<file path="src/rtl/ps2_pkg.sv">
// ps2_pkg: shared types and constants for the PS/2 keyboard receiver.
//   - ps2_state_t : deframe FSM states
//   - prefix / drop-list scancode constants
//   - bit positions inside the 11-bit ps2_key event word
//   - is_drop()   : bytes that are keyboard status replies, not keys
package ps2_pkg;

   typedef enum logic [1:0] {
      ST_IDLE   = 2'd0,
      ST_DATA   = 2'd1,
      ST_PARITY = 2'd2,
      ST_STOP   = 2'd3
   } ps2_state_t;

   localparam logic [7:0] PS2_EXT    = 8'hE0;
   localparam logic [7:0] PS2_BRK    = 8'hF0;
   localparam logic [7:0] PS2_PAUSE  = 8'hE1;
   localparam logic [2:0] PAUSE_SKIP = 3'd7;

   // Controller replies (error, BAT ok, echo, ack, BAT fail, resend, error)
   localparam logic [7:0] DROP_00 = 8'h00;
   localparam logic [7:0] DROP_AA = 8'hAA;
   localparam logic [7:0] DROP_EE = 8'hEE;
   localparam logic [7:0] DROP_FA = 8'hFA;
   localparam logic [7:0] DROP_FC = 8'hFC;
   localparam logic [7:0] DROP_FE = 8'hFE;
   localparam logic [7:0] DROP_FF = 8'hFF;

   localparam int KEY_CODE_LSB = 0;
   localparam int KEY_CODE_MSB = 7;
   localparam int KEY_EXT      = 8;
   localparam int KEY_PRESS    = 9;
   localparam int KEY_TOGGLE   = 10;

   function automatic logic is_drop(input logic [7:0] b);
      return (b == DROP_00) || (b == DROP_AA) || (b == DROP_EE) ||
             (b == DROP_FA) || (b == DROP_FC) || (b == DROP_FE) ||
             (b == DROP_FF);
   endfunction

endpackage

</file>
<file path="src/rtl/ps2_line_filter.sv">
// ps2_line_filter: 2-FF synchroniser plus a run-length glitch filter for the
// PS/2 clock line. The filtered level only changes after FILTER_LEN
// consecutive synced samples disagree with it; o_fall is a registered
// one-cycle pulse on each filtered 1->0 transition.
// Ports:
//   i_clk, i_rst : system clock, asynchronous active-high reset
//   i_raw        : raw asynchronous pin level
//   o_fall       : one-cycle pulse, filtered falling edge
module ps2_line_filter #(
   parameter int FILTER_LEN = 8
) (
   input  logic i_clk,
   input  logic i_rst,
   input  logic i_raw,
   output logic o_fall
);

   localparam int CW = $clog2(FILTER_LEN + 1);
   localparam logic [CW-1:0] CNT_LAST = CW'(FILTER_LEN - 1);

   logic          r_s0;
   logic          r_s1;
   logic          r_level;
   logic          r_level_q;
   logic [CW-1:0] r_cnt;

   always_ff @(posedge i_clk or posedge i_rst) begin
      if (i_rst) begin
         r_s0      <= 1'b1;
         r_s1      <= 1'b1;
         r_level   <= 1'b1;
         r_level_q <= 1'b1;
         r_cnt     <= '0;
         o_fall    <= 1'b0;
      end else begin
         r_s0      <= i_raw;
         r_s1      <= r_s0;
         r_level_q <= r_level;
         o_fall    <= r_level_q & ~r_level;
         // The FILTER_LEN-th disagreeing sample in a row flips the level.
         if (r_s1 != r_level) begin
            if (r_cnt == CNT_LAST) begin
               r_level <= r_s1;
               r_cnt   <= '0;
            end else begin
               r_cnt <= r_cnt + 1'b1;
            end
         end else begin
            r_cnt <= '0;
         end
      end
   end

endmodule

</file>
<file path="src/rtl/ps2_key_rx.sv">
// ps2_key_rx: PS/2 keyboard receiver producing the 11-bit ps2_key event word.
// Deframes start/8 data/odd parity/stop frames on filtered clock falling
// edges, folds E0 (extended) and F0 (break) prefixes into the event, swallows
// the E1 Pause sequence and drops controller status replies.
// Ports:
//   clk_sys, reset : system clock, asynchronous active-high reset
//   ps2_clk_in     : raw PS/2 clock pin
//   ps2_data_in    : raw PS/2 data pin
//   ps2_key        : [7:0] code, [8] ext, [9] pressed, [10] event toggle
//   parity_err     : one-cycle pulse, frame failed odd parity
//   frame_err      : one-cycle pulse, bad stop bit or mid-frame timeout
// Event handshake: there is no valid/ready pair. ps2_key holds its value
// between events; each new event is marked by bit 10 inverting, and the
// consumer must sample at least once per event (events are >1 frame apart).
module ps2_key_rx
   import ps2_pkg::*;
#(
   parameter int FILTER_LEN  = 8,
   parameter int TIMEOUT_CYC = 100000
) (
   input  logic        clk_sys,
   input  logic        reset,
   input  logic        ps2_clk_in,
   input  logic        ps2_data_in,
   output logic [10:0] ps2_key,
   output logic        parity_err,
   output logic        frame_err
);

   localparam int TO_W = $clog2(TIMEOUT_CYC + 1);
   localparam logic [TO_W-1:0] TO_LAST = TO_W'(TIMEOUT_CYC - 1);

   logic            w_fall;
   logic            r_data_s0;
   logic            r_data_s1;
   ps2_state_t      r_state;
   logic [2:0]      r_idx;
   logic [7:0]      r_shift;
   logic            r_par;
   logic [TO_W-1:0] r_to_cnt;
   logic            r_byte_valid;
   logic            r_ext;
   logic            r_brk;
   logic [2:0]      r_skip;

   ps2_line_filter #(.FILTER_LEN(FILTER_LEN)) u_clk_filter (
      .i_clk  (clk_sys),
      .i_rst  (reset),
      .i_raw  (ps2_clk_in),
      .o_fall (w_fall)
   );

   always_ff @(posedge clk_sys or posedge reset) begin
      if (reset) begin
         r_data_s0    <= 1'b1;
         r_data_s1    <= 1'b1;
         r_state      <= ST_IDLE;
         r_idx        <= 3'd0;
         r_shift      <= 8'h00;
         r_par        <= 1'b0;
         r_to_cnt     <= '0;
         r_byte_valid <= 1'b0;
         r_ext        <= 1'b0;
         r_brk        <= 1'b0;
         r_skip       <= 3'd0;
         ps2_key      <= 11'h000;
         parity_err   <= 1'b0;
         frame_err    <= 1'b0;
      end else begin
         r_data_s0    <= ps2_data_in;
         r_data_s1    <= r_data_s0;
         parity_err   <= 1'b0;
         frame_err    <= 1'b0;
         r_byte_valid <= 1'b0;

         // A fall on the terminal-count cycle wins: it clears the counter.
         if (w_fall || r_state == ST_IDLE || r_to_cnt == TO_LAST)
            r_to_cnt <= '0;
         else
            r_to_cnt <= r_to_cnt + 1'b1;

         // Decode the byte accepted on the previous cycle (r_shift is stable
         // until the next frame's first data bit, many cycles away).
         if (r_byte_valid) begin
            if (r_skip != 3'd0) begin
               r_skip <= r_skip - 3'd1;
            end else if (r_shift == PS2_PAUSE) begin
               r_skip <= PAUSE_SKIP;
            end else if (r_shift == PS2_EXT) begin
               r_ext <= 1'b1;
            end else if (r_shift == PS2_BRK) begin
               r_brk <= 1'b1;
            end else if (!(is_drop(r_shift) && !r_ext && !r_brk)) begin
               ps2_key <= {~ps2_key[KEY_TOGGLE], ~r_brk, r_ext, r_shift};
               r_ext   <= 1'b0;
               r_brk   <= 1'b0;
            end
         end

         if (w_fall) begin
            case (r_state)
               ST_IDLE: begin
                  if (!r_data_s1) begin
                     r_state <= ST_DATA;
                     r_idx   <= 3'd0;
                  end
               end
               ST_DATA: begin
                  r_shift <= {r_data_s1, r_shift[7:1]};
                  r_idx   <= r_idx + 3'd1;
                  if (r_idx == 3'd7) r_state <= ST_PARITY;
               end
               ST_PARITY: begin
                  r_par   <= r_data_s1;
                  r_state <= ST_STOP;
               end
               ST_STOP: begin
                  r_state <= ST_IDLE;
                  if (!r_data_s1) begin
                     frame_err <= 1'b1;
                     r_ext     <= 1'b0;
                     r_brk     <= 1'b0;
                     r_skip    <= 3'd0;
                  end else if (^{r_shift, r_par} != 1'b1) begin
                     parity_err <= 1'b1;
                     r_ext      <= 1'b0;
                     r_brk      <= 1'b0;
                     r_skip     <= 3'd0;
                  end else begin
                     r_byte_valid <= 1'b1;
                  end
               end
               default: r_state <= ST_IDLE;
            endcase
         end else if (r_state != ST_IDLE && r_to_cnt == TO_LAST) begin
            r_state   <= ST_IDLE;
            frame_err <= 1'b1;
            r_ext     <= 1'b0;
            r_brk     <= 1'b0;
            r_skip    <= 3'd0;
         end
      end
   end

endmodule

</file>
<file path="config.mk">
export PLATFORM = sky130hd
export DESIGN_NAME = ps2_key_rx
export DESIGN_NICKNAME = d
export VERILOG_FILES = /design/src/rtl/ps2_pkg.sv /design/src/rtl/ps2_line_filter.sv /design/src/rtl/ps2_key_rx.sv
export SDC_FILE = /design/constraint.sdc
export NUM_CORES = 1
export LEC_CHECK = 0
export ABC_CLOCK_PERIOD_IN_PS = 2600
export BUFFER_PORTS_ARGS = -buffer_cell sky130_fd_sc_hd__clkbuf_2
export CORE_AREA = 4 4 66 128
export CTS_CLUSTER_DIAMETER = 40
export CTS_CLUSTER_SIZE = 12
export DETAILED_ROUTE_END_ITERATION = 12
export DIE_AREA = 0 0 70 132
export PLACE_DENSITY = 0.66
export REMOVE_ABC_BUFFERS = 1
export SLEW_MARGIN = 20
export SYNTH_ARGS = -nofsm -noshare
export SYNTH_HDL_FRONTEND = slang
export SYNTH_SLANG_ARGS = --single-unit
</file>
<file path="constraint.sdc">
create_clock -name clk_sys -period 2.6 [get_ports clk_sys]
set_input_delay 0.13 -clock clk_sys [delete_from_list [all_inputs] [get_ports clk_sys]]
set_output_delay 0.13 -clock clk_sys [all_outputs]
set_load 0.01 [all_outputs]
</file>
Word-level counts from Yosys, hierarchy flattened:

Index checks and enable logic that the tools add are counted.

* register bits: 61
* bits of input ports: 4

* $add $sub $neg: 4
* bitwise logic cells: 9
* equality and inequality tests: 19
* reduce and logical (&&, ||, !) cells: 26
* multiplexer cells: 52

Operators with widths (count)
* 8-bit == test, second input constant: 9
* 1-bit two-way mux: 34
* 3-bit two-way mux: 9
* 17-bit by 1-bit adder with 17-bit output, second input constant: 1
* 17-bit == test, second input constant: 1
* 17-bit two-way mux: 1
* 9-bit parity: 1
* 8-bit zero test: 1
* 1-bit logical OR: 8
* 2-bit two-way mux: 4
* 4-bit two-way mux: 2
* 1-bit inverter: 8
* 2-bit case mux with 4 select lines: 1
* 3-bit != test, second input constant: 2
* 3-bit case mux with 2 select lines: 1
* 2-bit AND reduction: 3
* 3-bit AND reduction: 2
* 6-bit AND reduction: 1
* 2-bit nonzero test: 3
* 4-bit by 1-bit adder with 4-bit output, second input constant: 1
* 2-bit == test, second input constant: 2
* 4-bit by 3-bit == test with 1-bit output, second input constant: 1
* 3-bit by 1-bit adder with 3-bit output, second input constant: 1
* 3-bit == test, second input constant: 1
* 9 further kinds: 12

Logic depth before layout (Yosys ltp):

* word-level depth: 19
* mapped depth: 7

Modules after synthesis:

A second synthesis with hierarchy kept.

* cells, all modules: 264
* area total of the unflattened synthesis: 3004.1 um^2

Modules (own cells, without submodules)
* ps2_key_rx: cells each 241, sequential area each 1303.8 um^2, times used 1, area each 2661.3 um^2
* ps2_line_filter: cells each 23, sequential area each 230.2 um^2, times used 1, area each 342.8 um^2

Least setup slack after synthesis:

Ideal clock, no wire load.

* kind: register -> register
* from: register r_state[0]
* to: register r_skip[0]
* arrival: 1.850 ns
* clock period less this slack: 1.987 ns
* data required time: 2.463 ns
* buffers on the path: 0
* setup slack: 0.613 ns
* stages on the path, launching flop included: 7
* cells stage by stage: dfrtp_1 -> inv_1 -> ha_1 -> or2_2 -> or4_1 -> o211ai_1 -> nor3_1

* cells in the longest elaborated chain, start to end: 4
* elaborated cells on any way between the ends: 6

Ends and longest elaborated chain
* from (decl): line ps2_key_rx.sv:36 `ps2_state_t r_state;`
* from (signal assigned): line ps2_key_rx.sv:57 `r_state <= ST_IDLE;`
* from (signal assigned): line ps2_key_rx.sv:104 `r_state <= ST_DATA;`
* from (signal assigned): line ps2_key_rx.sv:111 `if (r_idx == 3'd7) r_state <= ST_PARITY;`
* 2-bit nonzero test: line ps2_key_rx.sv:135 `end else if (r_state != ST_IDLE && r_to_cnt == TO_LAST) begin`
* 1-bit logical AND: line ps2_key_rx.sv:135
* 3-bit two-way mux: line ps2_key_rx.sv:135
* 3-bit two-way mux *: line ps2_key_rx.sv:100 `if (w_fall) begin`
* to (signal assigned): line ps2_key_rx.sv:86 `r_skip <= r_skip - 3'd1;`
* to (decl): line ps2_key_rx.sv:44 `logic [2:0] r_skip;`

Every way passes the cells marked *; elsewhere a longest branch is shown, timed or not.
A chain may end at the register's enable or synchronous reset.

Final worst setup path:

Same ends and word-level chain as after synthesis.

==> metrics.md <==
| Metric | Value |
|---|---|
| Run status | finished clean |
| Ys async rst share | 100% |
| 1st-iter DRT viols | between 80 and 90 |
| Die Y | ~130 um |
| Post-synth EDFFs | 0 |
| Final antenna-violating net count | 0 |
| Sequential Area | 0.00153 mm^2 |
| Routing usage on met2 | 22.4% |
| Crit path required time | ~2800 ps |
| RSZ-0062 raised after global routing | false |
| Sequential share of the synthesized area | 52.7% |
| Gr usage total | 12.5% |
| Avg WL per Cell | 13.8 um |
| Yosys warning count | 0 |
| Clock Path Buffers | 2 |
| First-pass GRT wire length | 9170 um |
| Detailed Routing Iterations Pass 1 | 4 |
| Vias | around 2000 |
| Via density | 5.17 |
| CP Capture Type | register |
| Clock latency on the worst-skew pair | 320 ps |
| Post-route insts no fill | 392 |
| Slew headroom | 49.3% |
| DIE WIDTH | about 70 um |
| Initial Util | 38.6% |
| Slew Limit Fails | 0 |
| Fin. Hold Viols | 0 |
| Syn Area/Cell | 10.9 um^2 |
| Antenna violations before repair | 0 |
| Clk pin slew, worst setup/hold paths | 50 ps |
| Mapped Area | roughly 0.0029 mm^2 |
| Startpoint types | register |
| CTS root buffer | clkbuf_16 |
| # Max-Cap Violations | 0 |
| DRC | 0 |
| Seq cells post-synth | just over 60 |
| Synth cell types | 43 |
| Max FO, Critical Path | 7 |
| Clock Skews | 4.24 ps |
| Fin util | 45.1% |
| Critical path type | reg -> reg |
| Final Cycle Share | 84.9% |
| Leak pwr | 1.56 nW |
| Setup TNS | 0 ps |
| Gr ovfl total | 0 |
| Final Critical Period | between 2000 and 2500 ps |
| CTS Sinks | 61 |
| Layout fillers | between 700 and 800 |
| Class of the worst hold path | in -> async |
| Worst slew pin tran | ~760 ps |
| Power density over the cells | 795 mW/mm^2 |
| CTS tree | built |
| CTS Buf Count | 9 |
| Pwr Total | 2.71 mW |
| Synth area leader | dfrtp_1 |
| Largest net degree at the start of global routing | 62 |
| Critical Path AT | 2400 ps |
| Port buffer count | 16 |
| Placer congestion estimate | 0.807 |
| H-tree depth | 3 |
| Yosys top cell area share | 47.3% |
| Synth top area cells | dfrtp_1 (47%), mux2_2 (6.6%), dfstp_2 (5.4%) |
| Commonest cells in the netlist | dfrtp_1 (55), nor2_1 (30), nand2_1 (19) |
| Antenna diodes | 0 |
| Row count | 45 |
| Total core area | between 0.007 and 0.008 mm^2 |
| Share of cells above drive strength 1 | 21.1% |
| Vias in the first global route | 2044 |
| Met1 Use GR | 12.8% |
| Met3 Track Usage GR | approximately 3.1% |
| Synth Flop Type | dfrtp_1 |
| Area occupied by multi-input gates | approximately 0.0013 mm^2 |
| Post-Synthesis Cells | 266 |
| Top Ports | 17 |
| Cell with the most instances after synthesis | dfrtp_1 |
| Hpwl dp | 3830 um |
| Peak supply drop | 0.000433 V |
| P&R area growth vs syn | 16.9% |
| Fmax | around 450 MHz |
| Die ar. | 0.00924 mm^2 |
| Cells after DPL | about 370 |
| Nets@finish | 307 |
| Final setup viols | 0 |
| Layer with the highest usage | met2 |
| Total Wirelength | around 5400 um |
==> area by class of cell <==
| cell class | instances | share of cell area, % |
|---|---|---|
| Clock inverter | 4 | 0.662 |
| Multi-Input combinational cell | 193 | 38.9 |
| Timing Repair Buffer | 21 | 3.60 |
| Clock buffer | 12 | 7.54 |
| Sequential cell | 61 | 45.1 |
| Tap cell | 94 | 3.46 |
| Inverter | 7 | 0.772 |
==> where the power goes <==
| group | internal (mW) | switching, mW | total [mW] |
|---|---|---|---|
| logic | 0.209 | 0.281 | 0.489 |
| registers | 1.05 | 0.0850 | 1.14 |
| clock network | 0.690 | 0.391 | 1.08 |
| total | 1.95 | 0.756 | 2.71 |
==> sequential cells by signal, summed over array words and instances (netlist names), 2 cells and up <==
signal	cells
r_to_cnt	17
r_shift	8
ps2_key	11
u_clk_filter.r_cnt	4
r_skip	3
r_state	2
r_idx	3
==> worst max-delay path: stages (launching register included) <==
cell,delay [ps]
dfrtp_1,410
inv_1,100
ha_1,280
or2_2,330
or4_1,600
o211ai_1,230
nor3_1,120
==> through the flow <==
stage               worst slack [ps]  cell area (um^2)  hold WS [ps]
finish                           391              3400          4.49
global route                     258              3400          90.3
CTS                              385              3400          29.5
detailed placement               403              3100           219
global placement                 494              3100           220
floorplan                        443              2880           134
==> path summary, 6_finish.rpt <==
kind | start | to | slack, ps | cells past startpoint
setup / recovery | r_state[0] | r_skip[0] | 390 | 6
hold / removal | reset | u_clk_filter.r_cnt[0] | 4 | 3
setup reg to reg | r_state[0] | r_skip[0] | 390 | 6
hold reg to reg | r_data_s0 | r_data_s1 | 350 | 0
max in group asynchronous | reset | r_skip[0] | 2090 | 3
min in group clk_sys | r_data_s0 | r_data_s1 | 350 | 0
==> kinds of logic after synthesis <==
| logic type | Yosys count | synth area share, % |
|---|---|---|
| multiplexers | 19 | 7.26 |
| XOR/XNOR | 24 | 7.69 |
| buffers and inverters | 12 | 1.85 |
| adder cells (fa/ha/maj) | 10 | 4.30 |
| AND/OR/NAND/NOR | 105 | 18.1 |
| AO/OA/AOI/OAI | 35 | 8.12 |
| flip-flops | 61 | 52.7 |
==> what timing repair did <==
item	in CTS	in global routing
buffers inserted	0	0
hold endpoints to repair	2	0
hold buffers	2	0
resized for setup	0	0
==> per-layer routing <==
layer	wire (um)	share of wire, %
met1	2050	38
met2	3050	57
met3	146	2.7
met4	147	2.7
met5	0	0
==> placed cells by master, fill, tap and decap left out, types with 3 or more instances in the layout <==
master,Yosys,routed
dfrtp_1,55,55
nor2_1,30,30
nand2_1,19,19
mux2_2,17,17
xnor2_1,16,16
clkbuf_2,0,16
nand3_1,12,12
a21oi_1,10,10
o21ai_0,10,10
ha_1,10,10
clkbuf_16,0,9
and3_1,8,8
nor3_1,8,8
xor2_1,7,7
inv_1,7,6
nand2b_1,6,6
dfstp_2,6,6
nand4_1,5,5
or3_1,3,3
a22o_1,3,3
clkinv_2,0,3
buf_4,0,3
Power figures use the tool's default switching activity.
